**config.mk**
```make
export PLATFORM = sky130hd
export DESIGN_NAME = posit_normalize_pipe
export DESIGN_NICKNAME = d
export VERILOG_FILES = /design/src/rtl/posit_normalize_pipe_pkg.sv /design/src/rtl/posit_normalize_pipe_round_rne.sv /design/src/rtl/posit_normalize_pipe.sv
export SDC_FILE = /design/constraint.sdc
export NUM_CORES = 1
export LEC_CHECK = 0
export ABC_AREA = 1
export CORE_ASPECT_RATIO = 1.1
export CORE_UTILIZATION = 60
export CTS_BUF_LIST = sky130_fd_sc_hd__clkbuf_4 sky130_fd_sc_hd__clkbuf_8
export DETAILED_ROUTE_END_ITERATION = 10
export PLACE_DENSITY = 0.82
export SYNTH_ARGS = -nofsm -noshare
export SYNTH_HDL_FRONTEND = slang
export SYNTH_SLANG_ARGS = --single-unit
```
**constraint.sdc**
```tcl
create_clock -name clk -period 3.6 [get_ports clk]
set_input_delay 0.36 -clock clk [delete_from_list [all_inputs] [get_ports clk]]
set_output_delay 0.36 -clock clk [all_outputs]
set_load 0.01 [all_outputs]
```
**src/rtl/posit_normalize_pipe_pkg.sv**
```systemverilog
// Shared posit geometry, the decoded-value record and the special encodings.
// Consumed by the normalize/round pipeline and its rounding helper.
package posit_normalize_pipe_pkg;

  localparam int NBITS     = 32;
  localparam int ES        = 2;
  localparam int FBITS     = NBITS - ES - 3;
  localparam int MAX_SCALE = (NBITS - 2) << ES;

  localparam logic [NBITS-1:0] POSIT_MAXPOS = {1'b0, {(NBITS-1){1'b1}}};
  localparam logic [NBITS-1:0] POSIT_MINPOS = {{(NBITS-1){1'b0}}, 1'b1};
  localparam logic [NBITS-1:0] POSIT_INF    = {1'b1, {(NBITS-1){1'b0}}};
  localparam logic [NBITS-1:0] POSIT_ZERO   = '0;

  typedef struct packed {
    logic             sgn;
    logic [7:0]       scale;
    logic [FBITS-1:0] fraction;
    logic             zero;
    logic             inf;
  } value;

  function automatic logic [NBITS-1:0] posit_negate(input logic [NBITS-1:0] w);
    return ~w + POSIT_MINPOS;
  endfunction

endpackage

```
**src/rtl/posit_normalize_pipe_round_rne.sv**
```systemverilog
// Round-to-nearest-even of a posit body, then sign application; purely combinational.
module posit_round_rne
  import posit_normalize_pipe_pkg::*;
(
  input  logic [NBITS-2:0] body,
  input  logic             guard,
  input  logic             sticky,
  input  logic             sgn,
  output logic [NBITS-1:0] word
);

  localparam logic [NBITS-2:0] BODY_ONE = {{(NBITS-2){1'b0}}, 1'b1};

  logic             rnd_up;
  logic [NBITS-2:0] body_r;
  logic [NBITS-1:0] mag;

  always_comb begin
    rnd_up = guard & (body[0] | sticky);
    body_r = body;
    // An all-ones body is already maxpos; incrementing would spill into the sign bit.
    if (rnd_up && (body != '1)) begin
      body_r = body + BODY_ONE;
    end
    if (body_r == '0) begin
      body_r = BODY_ONE;
    end
    mag  = {1'b0, body_r};
    word = sgn ? posit_negate(mag) : mag;
  end

endmodule

```
**src/rtl/posit_normalize_pipe.sv**
```systemverilog
// Packs a decoded posit value into an NBITS word with RNE rounding; 3 register stages.
// Latency 3 cycles, 1 word/cycle; bubble-collapsing valid/ready, output held while stalled.
module posit_normalize_pipe
  import posit_normalize_pipe_pkg::*;
(
  input  logic             clk,
  input  logic             reset_n,
  input  logic             in_valid,
  output logic             in_ready,
  input  value             in_val,
  output logic             out_valid,
  input  logic             out_ready,
  output logic [NBITS-1:0] out_posit
);

  localparam int VW   = 2 * NBITS;
  localparam int PADW = VW - 1 - ES - FBITS;

  logic ld1, ld2, ld3;

  logic             s1_v_q, s1_v_d;
  logic             s1_sgn_q, s1_sgn_d;
  logic             s1_zero_q, s1_zero_d;
  logic             s1_inf_q, s1_inf_d;
  logic             s1_sat_hi_q, s1_sat_hi_d;
  logic             s1_sat_lo_q, s1_sat_lo_d;
  logic [5:0]       s1_rl_q, s1_rl_d;
  logic             s1_rpos_q, s1_rpos_d;
  logic [ES-1:0]    s1_e_q, s1_e_d;
  logic [FBITS-1:0] s1_frac_q, s1_frac_d;

  logic             s2_v_q, s2_v_d;
  logic             s2_sgn_q, s2_sgn_d;
  logic             s2_zero_q, s2_zero_d;
  logic             s2_inf_q, s2_inf_d;
  logic             s2_sat_hi_q, s2_sat_hi_d;
  logic             s2_sat_lo_q, s2_sat_lo_d;
  logic [NBITS-2:0] s2_body_q, s2_body_d;
  logic             s2_guard_q, s2_guard_d;
  logic             s2_sticky_q, s2_sticky_d;

  logic             out_valid_q, out_valid_d;
  logic [NBITS-1:0] out_posit_q, out_posit_d;

  logic [9:0]       scale_x;
  logic [5:0]       k;
  logic [5:0]       rl;
  logic [5:0]       sh;
  logic [VW-1:0]    tail, fill, vec;
  logic [NBITS-1:0] rnd_word;
  logic [NBITS-1:0] word_sel;

  // A stage may load whenever it is empty or the stage after it is loading.
  always_comb begin
    ld3 = ~out_valid_q | out_ready;
    ld2 = ~s2_v_q | ld3;
    ld1 = ~s1_v_q | ld2;
  end

  always_comb begin
    scale_x = {{2{in_val.scale[7]}}, in_val.scale};
    k       = scale_x[ES+5:ES];
    rl      = k[5] ? (6'd1 - k) : (k + 6'd2);

    s1_v_d      = s1_v_q;
    s1_sgn_d    = s1_sgn_q;
    s1_zero_d   = s1_zero_q;
    s1_inf_d    = s1_inf_q;
    s1_sat_hi_d = s1_sat_hi_q;
    s1_sat_lo_d = s1_sat_lo_q;
    s1_rl_d     = s1_rl_q;
    s1_rpos_d   = s1_rpos_q;
    s1_e_d      = s1_e_q;
    s1_frac_d   = s1_frac_q;
    if (ld1) begin
      s1_v_d = in_valid;
      if (in_valid) begin
        s1_sgn_d    = in_val.sgn;
        s1_zero_d   = in_val.zero;
        s1_inf_d    = in_val.inf;
        s1_sat_hi_d = ~scale_x[9] & (scale_x > 10'(MAX_SCALE));
        s1_sat_lo_d = scale_x[9] & (scale_x < 10'(-MAX_SCALE));
        s1_rl_d     = rl;
        s1_rpos_d   = ~k[5];
        s1_e_d      = in_val.scale[ES-1:0];
        s1_frac_d   = in_val.fraction;
      end
    end
  end

  // Body is built MSB-aligned in vec: regime run, terminator, exponent, fraction.
  // The run is produced by shifting the terminator down and back-filling with the run bit.
  always_comb begin
    sh   = s1_rl_q - 6'd1;
    tail = {~s1_rpos_q, s1_e_q, s1_frac_q, {PADW{1'b0}}};
    fill = s1_rpos_q ? ~({VW{1'b1}} >> sh) : '0;
    vec  = (tail >> sh) | fill;

    s2_v_d      = s2_v_q;
    s2_sgn_d    = s2_sgn_q;
    s2_zero_d   = s2_zero_q;
    s2_inf_d    = s2_inf_q;
    s2_sat_hi_d = s2_sat_hi_q;
    s2_sat_lo_d = s2_sat_lo_q;
    s2_body_d   = s2_body_q;
    s2_guard_d  = s2_guard_q;
    s2_sticky_d = s2_sticky_q;
    if (ld2) begin
      s2_v_d = s1_v_q;
      if (s1_v_q) begin
        s2_sgn_d    = s1_sgn_q;
        s2_zero_d   = s1_zero_q;
        s2_inf_d    = s1_inf_q;
        s2_sat_hi_d = s1_sat_hi_q;
        s2_sat_lo_d = s1_sat_lo_q;
        s2_body_d   = vec[VW-1 -: NBITS-1];
        s2_guard_d  = vec[VW-NBITS];
        s2_sticky_d = |vec[VW-NBITS-1:0];
      end
    end
  end

  posit_round_rne u_round (
    .body   (s2_body_q),
    .guard  (s2_guard_q),
    .sticky (s2_sticky_q),
    .sgn    (s2_sgn_q),
    .word   (rnd_word)
  );

  always_comb begin
    if (s2_inf_q) begin
      word_sel = POSIT_INF;
    end else if (s2_zero_q) begin
      word_sel = POSIT_ZERO;
    end else if (s2_sat_hi_q) begin
      word_sel = s2_sgn_q ? posit_negate(POSIT_MAXPOS) : POSIT_MAXPOS;
    end else if (s2_sat_lo_q) begin
      word_sel = s2_sgn_q ? posit_negate(POSIT_MINPOS) : POSIT_MINPOS;
    end else begin
      word_sel = rnd_word;
    end

    out_valid_d = out_valid_q;
    out_posit_d = out_posit_q;
    if (ld3) begin
      out_valid_d = s2_v_q;
      if (s2_v_q) begin
        out_posit_d = word_sel;
      end
    end
  end

  always_ff @(posedge clk or negedge reset_n) begin
    if (!reset_n) begin
      s1_v_q      <= 1'b0;
      s1_sgn_q    <= 1'b0;
      s1_zero_q   <= 1'b0;
      s1_inf_q    <= 1'b0;
      s1_sat_hi_q <= 1'b0;
      s1_sat_lo_q <= 1'b0;
      s1_rl_q     <= 6'd2;
      s1_rpos_q   <= 1'b0;
      s1_e_q      <= '0;
      s1_frac_q   <= '0;
      s2_v_q      <= 1'b0;
      s2_sgn_q    <= 1'b0;
      s2_zero_q   <= 1'b0;
      s2_inf_q    <= 1'b0;
      s2_sat_hi_q <= 1'b0;
      s2_sat_lo_q <= 1'b0;
      s2_body_q   <= '0;
      s2_guard_q  <= 1'b0;
      s2_sticky_q <= 1'b0;
      out_valid_q <= 1'b0;
      out_posit_q <= '0;
    end else begin
      s1_v_q      <= s1_v_d;
      s1_sgn_q    <= s1_sgn_d;
      s1_zero_q   <= s1_zero_d;
      s1_inf_q    <= s1_inf_d;
      s1_sat_hi_q <= s1_sat_hi_d;
      s1_sat_lo_q <= s1_sat_lo_d;
      s1_rl_q     <= s1_rl_d;
      s1_rpos_q   <= s1_rpos_d;
      s1_e_q      <= s1_e_d;
      s1_frac_q   <= s1_frac_d;
      s2_v_q      <= s2_v_d;
      s2_sgn_q    <= s2_sgn_d;
      s2_zero_q   <= s2_zero_d;
      s2_inf_q    <= s2_inf_d;
      s2_sat_hi_q <= s2_sat_hi_d;
      s2_sat_lo_q <= s2_sat_lo_d;
      s2_body_q   <= s2_body_d;
      s2_guard_q  <= s2_guard_d;
      s2_sticky_q <= s2_sticky_d;
      out_valid_q <= out_valid_d;
      out_posit_q <= out_posit_d;
    end
  end

  assign in_ready  = ld1;
  assign out_valid = out_valid_q;
  assign out_posit = out_posit_q;

endmodule

```
### Yosys cells after proc, flatten, opt, wreduce, memory -nomap -nowiden

Index checks and enable logic that the tools add are counted.

| operators by class | value |
|---|---|
| add/sub/neg operators | 5 |
| order comparisons | 2 |
| eq/ne operators | 1 |
| shift-type cells | 2 |
| mux-type cells | 11 |
| bitwise operators | 15 |
| reduce and logical (&&, ||, !) cells | 6 |

Operators with widths:

| cell | count |
|---|---|
| 2-to-1 mux 32 bit | 7 |
| 2-to-1 mux 64 bit | 1 |
| inverter 64 bit | 1 |
| OR 64 bit | 1 |
| >> shifter 64 x 6 -> 64 bit | 1 |
| >> shifter 64 x 6 -> 64 bit (first input constant) | 1 |
| 2-to-1 mux 31 bit | 2 |
| adder 32 x 1 -> 32 bit (second input constant) | 1 |
| inverter 31 -> 32 bit | 1 |
| OR reduction 32 bit | 1 |
| adder 31 x 1 -> 31 bit (second input constant) | 1 |
| zero test 31 bit | 1 |
| != test 31 bit (second input constant) | 1 |
| greater-than comparator 10 x 7 -> 1 bit (second input constant) | 1 |
| < comparator 10 bit (second input constant) | 1 |
| adder 6 x 2 -> 6 bit (second input constant) | 1 |
| 2-to-1 mux 6 bit | 1 |
| AND reduction 2 bit | 3 |
| subtractor 1 x 6 -> 6 bit (first input constant) | 1 |
| subtractor 6 x 1 -> 6 bit (second input constant) | 1 |
| inverter 1 bit | 5 |
| OR 1 bit | 4 |
| bitwise AND 1 bit | 3 |
| logical AND 1 bit | 1 |

| word-level totals | value |
|---|---|
| bits in registers | 114 |
| input port bits | 42 |
| output and inout bits | 34 |
| word-level logic and storage cells | 63 |

### Depth between registers and ports, before layout

| depth | value |
|---|---|
| word-level depth | 13 |
| mapped depth | 27 |
| mapped depth without buffers | 26 |

### Modules after synthesis

From an unflattened synthesis, not the netlist that was laid out.

| unflattened totals | value |
|---|---|
| cell total of the unflattened synthesis | 1555 |
| area total of the unflattened synthesis | 9609.2 µm² |

Modules (own cells, without submodules):

| module | instances | cells each | area an instance (µm²) | seq. area each (µm²) |
|---|---|---|---|---|
| posit_normalize_pipe | 1 | 1066 | 7200.7 | 2854.0 |
| posit_round_rne | 1 | 489 | 2408.6 | 0.0 |

### Worst setup path before layout

No wires, ideal clock.

| timing path | value |
|---|---|
| path kind | register to register |
| start | reg s2_body_q[0] |
| end | reg out_posit_q[16], in the netlist out_posit[16] |
| library setup time | 117 ps |
| data arrival time | 3145 ps |
| required time | 3483 ps |
| slack | 338 ps |
| cell stages (with the launch flop) | 27 |
| path buffers | 2 |
| period minus slack after synthesis | 3262 ps |
| cells stage by stage | dfrtp_1 ha_1 nand2_1 nor2_2 nand2_1 nor2_2 nand3_2 buf_6 buf_6 nand3_1 nand2_1 nand2_1 nor2_1 nand2_1 nor2_4 a21boi_0 ha_1 nand3_2 o21ai_2 o21a_2 o21ai_1 a21oi_2 nand2_1 o21ai_0 nand3_1 nand2_1 nand2_1 |

| between the ends | value |
|---|---|
| longest elaborated chain between the ends | 13 |
| elaborated cells between the ends (all ways) | 15 |
| those cells by class | add/sub (2); eq/ne (1); mux (7); bitwise (3); reduce/logical (2) |

RTL lines:

| item | RTL line | source |
|---|---|---|
| start: declaration | posit_normalize_pipe.sv:38 | `logic [NBITS-2:0] s2_body_q, s2_body_d;` |
| start signal: assignment | posit_normalize_pipe.sv:194 | `s2_body_q <= s2_body_d;` |
| parallel branches: the longest is 3 deep, another holds adder 31 x 1 -> 31 bit | n/a |  |
| 2-to-1 mux 31 bit * | posit_normalize_pipe_round_rne.sv:22 | `if (rnd_up && (body != '1)) begin` |
| zero test 31 bit | posit_normalize_pipe_round_rne.sv:25 | `if (body_r == '0) begin` |
| 2-to-1 mux 31 bit * | posit_normalize_pipe_round_rne.sv:25 |  |
| inverter 31 -> 32 bit | posit_normalize_pipe_pkg.sv:24 | `return ~w + POSIT_MINPOS;` |
| adder 32 x 1 -> 32 bit | posit_normalize_pipe_pkg.sv:24 |  |
| 2-to-1 mux 32 bit * | posit_normalize_pipe_round_rne.sv:29 | `word = sgn ? posit_negate(mag) : mag;` |
| 2-to-1 mux 32 bit * | posit_normalize_pipe.sv:138 | `end else if (s2_sat_lo_q) begin` |
| 2-to-1 mux 32 bit * | posit_normalize_pipe.sv:136 | `end else if (s2_sat_hi_q) begin` |
| 2-to-1 mux 32 bit * | posit_normalize_pipe.sv:134 | `end else if (s2_zero_q) begin` |
| 2-to-1 mux 32 bit * | posit_normalize_pipe.sv:132 | `if (s2_inf_q) begin` |
| end signal: assignment | posit_normalize_pipe.sv:198 | `out_posit_q <= out_posit_d;` |
| end: declaration | posit_normalize_pipe.sv:43 | `logic [NBITS-1:0] out_posit_q, out_posit_d;` |

Every way passes the cells marked *.
A chain may end at the register's enable or synchronous reset.

### Worst setup path in the final report

| timing path | value |
|---|---|
| start | reg s2_body_q[7] |
| end | reg out_posit_q[18], in the netlist out_posit[18] |

| between the ends | value |
|---|---|
| longest elaborated chain between the ends | 12 |
| elaborated cells between the ends (all ways) | 13 |
| those cells by class | add/sub (2); eq/ne (1); mux (7); bitwise (1); reduce/logical (2) |

RTL lines:

| item | RTL line |
|---|---|
| parallel branches: the longest is 2 deep, another holds adder 31 x 1 -> 31 bit | n/a |
| 2-to-1 mux 31 bit * | posit_normalize_pipe_round_rne.sv:22 |
| zero test 31 bit | posit_normalize_pipe_round_rne.sv:25 |
| 2-to-1 mux 31 bit * | posit_normalize_pipe_round_rne.sv:25 |
| inverter 31 -> 32 bit | posit_normalize_pipe_pkg.sv:24 |
| adder 32 x 1 -> 32 bit | posit_normalize_pipe_pkg.sv:24 |
| 2-to-1 mux 32 bit * | posit_normalize_pipe_round_rne.sv:29 |
| 2-to-1 mux 32 bit * | posit_normalize_pipe.sv:138 |
| 2-to-1 mux 32 bit * | posit_normalize_pipe.sv:136 |
| 2-to-1 mux 32 bit * | posit_normalize_pipe.sv:134 |
| 2-to-1 mux 32 bit * | posit_normalize_pipe.sv:132 |

Marks and branches as above.

==> results.md <==
* Status: finished with violations
* Failing checks: negative setup slack
* Reg-to-Reg Start: s2_body_q[7]$_DFFE_PN0P_
* Syn Std Cell Area at 9100 µm²
* WL/cell at 17.9 µm
* NumNets Final at 1632
* Unrepaired setup endpoints after global routing: true
* TritonCTS clock tree: done
* Share of the synthesized area in the top cell type at 31.1%
* Max FO, Critical Path at 7
* Initial core utilization at 62.3%
* Largest net degree at the start of global routing at 73
* Clock sink count at 114
* Top post-synthesis cells by area: dfrtp_1 31%, nand2_1 21%, o21ai_0 9.2%
* DR DRC count at 0
* Final Hold Viols at 0
* Post-DP Area at 10300 µm²
* Clock Path Buffers at 2
* Router iterations before antenna repair at 6
* Area Overhead vs Synth at 25.1%
* Buffers on Ports at 75
* Total track usage at 38.8%
* Share of layout cells above drive strength 1 at 15.8%
* R2R Setup Slk at -0.06 ns
* Placer Congestion at 0.999
* Worst-Skew Late Latency at 0.47 ns
* I/O pin count at 76
* Die footprint at 15700 µm²
* Post-synth EDFFs at 0
* Crit start category: flop
* Row count at 46
* TritonCTS buffer count at 17
* Hpwl dp at 22800 µm
* Leak at 5.50 nW
* Total number of vias at 10700
* # setup viols final at 7
* Top_reg_cell synth: dfrtp_1
* Netlist cell types at 55
* Fin cells at 1786
* Mapped Cells at 1465
* FF+latch count, synth at 114
* CP endpoint kind: flop
* Max-cap violations at 0
* Core area at 14600 µm²
* Crit path DAT at 4.01 ns
* Fill cell count at 1108
* Die X at 119 µm
* DR vias/cell at 6.00
* Placed cells at 1723
* Asr flop ratio synth at 100%
* Fmax at 274 MHz
* Fin. max-slew vios at 0
* Vias in the first global route at 9737
* Final ANT Viol Nets at 0
* H-tree depth at 4
* Hold crit path type: input pin to asynchronous set/reset pin
* Seq/Total Area, Yosys at 31.3%
* Tmin final at 3.66 ns
* Final worst-path cycle share at 102%
* Drt initial violations at 1240
* Fin area at 11400 µm²
* Syn_nets at 1516
* WS Path Type: flop to flop
* Maximum vdd drop at 0.363 mV
* Clk slew on worst S/H paths at 0.08 ns
* First-pass GRT wire length at 47800 µm
* Worst Max-Slew Pin Slew at 0.966 ns
* Syn. warnings at 0
* Mapped Avg Cell Area at 6.21 µm²
* Initial antenna violation count at 0
* Synth area leader: dfrtp_1
* Fin worst setup slack at -0.0553 ns
* Final hold slack at 0.0106 ns
* Reg2Reg Capture Point: out_posit[18]$_DFFE_PN0P_
* Diodes inserted at 0
* Die Ht at 131 µm
* DRT Wirelength at 32000 µm
* P per Cell Area at 811 nW/µm²
* Root buffer cell: clkbuf_8
* Logic depth of the worst register-to-register path at 23
* WP data required at 3.95 ns
* Clock Skew at 0.0118 ns
* GRT overflow at 0
* Slew Limit Headroom at 35.6%
metal layers:
metal,track usage [%],part of all wire [%]
met3,5.82,7.6
met1,44.3,37
met4,22.1,6.0
met5,0,0
met2,68.4,50
cell usage in the layout (no fill, tap or decap), types with 18 or more instances in the layout:
cell             Yosys  layout
a21oi_1             46      45
buf_4                0      84
clkbuf_8             0      18
clkdlybuf4s50_1      0      74
dfrtp_1            113     107
inv_1              146     146
mux2i_1             30      30
nand2_1            502     458
nand2_2              4      44
nand3_1             89      64
nand3_2              3      22
nand4_1             25      25
nor2_1             141     127
o21ai_0            168     163
worst max-delay path by stage:
stage                              from                         to  slack, ns  cells after the start
6_report       s2_body_q[7]$_DFFE_PN0P_  out_posit[18]$_DFFE_PN0P_      -0.06                     23
5_1_grt        s2_body_q[1]$_DFFE_PN0P_  out_posit[26]$_DFFE_PN0P_      -0.26                     24
4_1_cts        s2_body_q[0]$_DFFE_PN0P_  out_posit[30]$_DFFE_PN0P_     0.0003                     22
3_5_place_dp   s2_body_q[1]$_DFFE_PN0P_  out_posit[30]$_DFFE_PN0P_      -0.13                     23
3_3_place_gp   s2_body_q[1]$_DFFE_PN0P_  out_posit[30]$_DFFE_PN0P_       0.08                     23
2_1_floorplan  s2_body_q[0]$_DFFE_PN0P_  out_posit[16]$_DFFE_PN0P_       0.34                     26
cell type report:
cell class	instances	area (µm²)	share of cell area, %
multi-input combinational	1131	5820	51.1
sequential	114	2860	25.1
timing repair buffer	167	1550	13.6
inverter	150	563	4.94
clock buffer	18	248	2.18
tap	192	240	2.11
clock inverter	14	103	0.901
critical path: stages, from the launching register on:
cell	delay, ns
dfrtp_1	0.44
nand2_1	0.16
nor2_1	0.21
nand2_2	0.09
nor2_4	0.13
nand3_4	0.21
clkbuf_16	0.24
nand2_1	0.07
nand2_1	0.11
nand2_2	0.14
nand2_2	0.07
nor2_2	0.16
nand2_2	0.09
nor2_4	0.15
a21boi_2	0.08
ha_2	0.21
nand3_4	0.10
o21ai_2	0.08
o21a_2	0.19
nand2_1	0.13
a21oi_2	0.07
nand2_1	0.06
nor3b_1	0.23
o21ai_0	0.11
synthesized netlist by cell type (all sizes together), types with 2 or more instances:
library cell  count
nand2           507
o21ai           178
inv             149
nor2            148
dfrtp           113
nand3            93
a21oi            48
clkbuf           47
mux2i            30
nand4            25
buf              23
nor3             18
a22oi            11
ha                9
nand3b            8
a22o              6
nor4              6
xor2              5
a211oi            4
nor3b             4
a31oi             3
a32oi             3
a41oi             3
o211ai            3
o21a              3
o22ai             3
o21bai            2
through the flow:
stage	power, mW	setup slack [ns]	setup TNS (ns)	util [%]
final	9.24	-0.0553	-0.210	77.9
after global routing	9.83	-0.256	-2.67	77.9
after CTS	8.46	0.000263	0	72.8
after detailed placement	7.30	-0.135	-0.672	70.3
after global placement	7.21	0.0812	0	70.3
after floorplan	5.33	0.338	0	-
cell families after synthesis:
kind of cell,count (synthesis),share of synthesized area [%]
AO/OA/AOI/OAI,274,16.9
flip-flops,114,31.3
AND/OR/NAND/NOR,812,37.3
buffers and inverters,220,9.43
multiplexers,30,3.30
XOR/XNOR,6,0.577
adder cells (fa/ha/maj),9,1.24
power breakdown:
group	leakage, nW	switching (mW)	internal [mW]
registers	1.39	0.416	1.71
clock network	0.173	0.630	0.499
logic	3.93	3.79	2.20
timing repair:
item                       CTS  global route
pin swaps                    0            33
setup endpoints to repair    8            13
setup buffers                2            24
resized for setup            4           126
gates cloned                 0             5
hold buffers                 0             0
registers in the layout, summed over array words and instances, names as in the netlist, 2 cells and up:
name	cells
s2_body_q	31
s1_rl_q	6
s1_e_q	2
out_posit	32
s1_frac_q	27
Power figures use the tool's default switching activity.
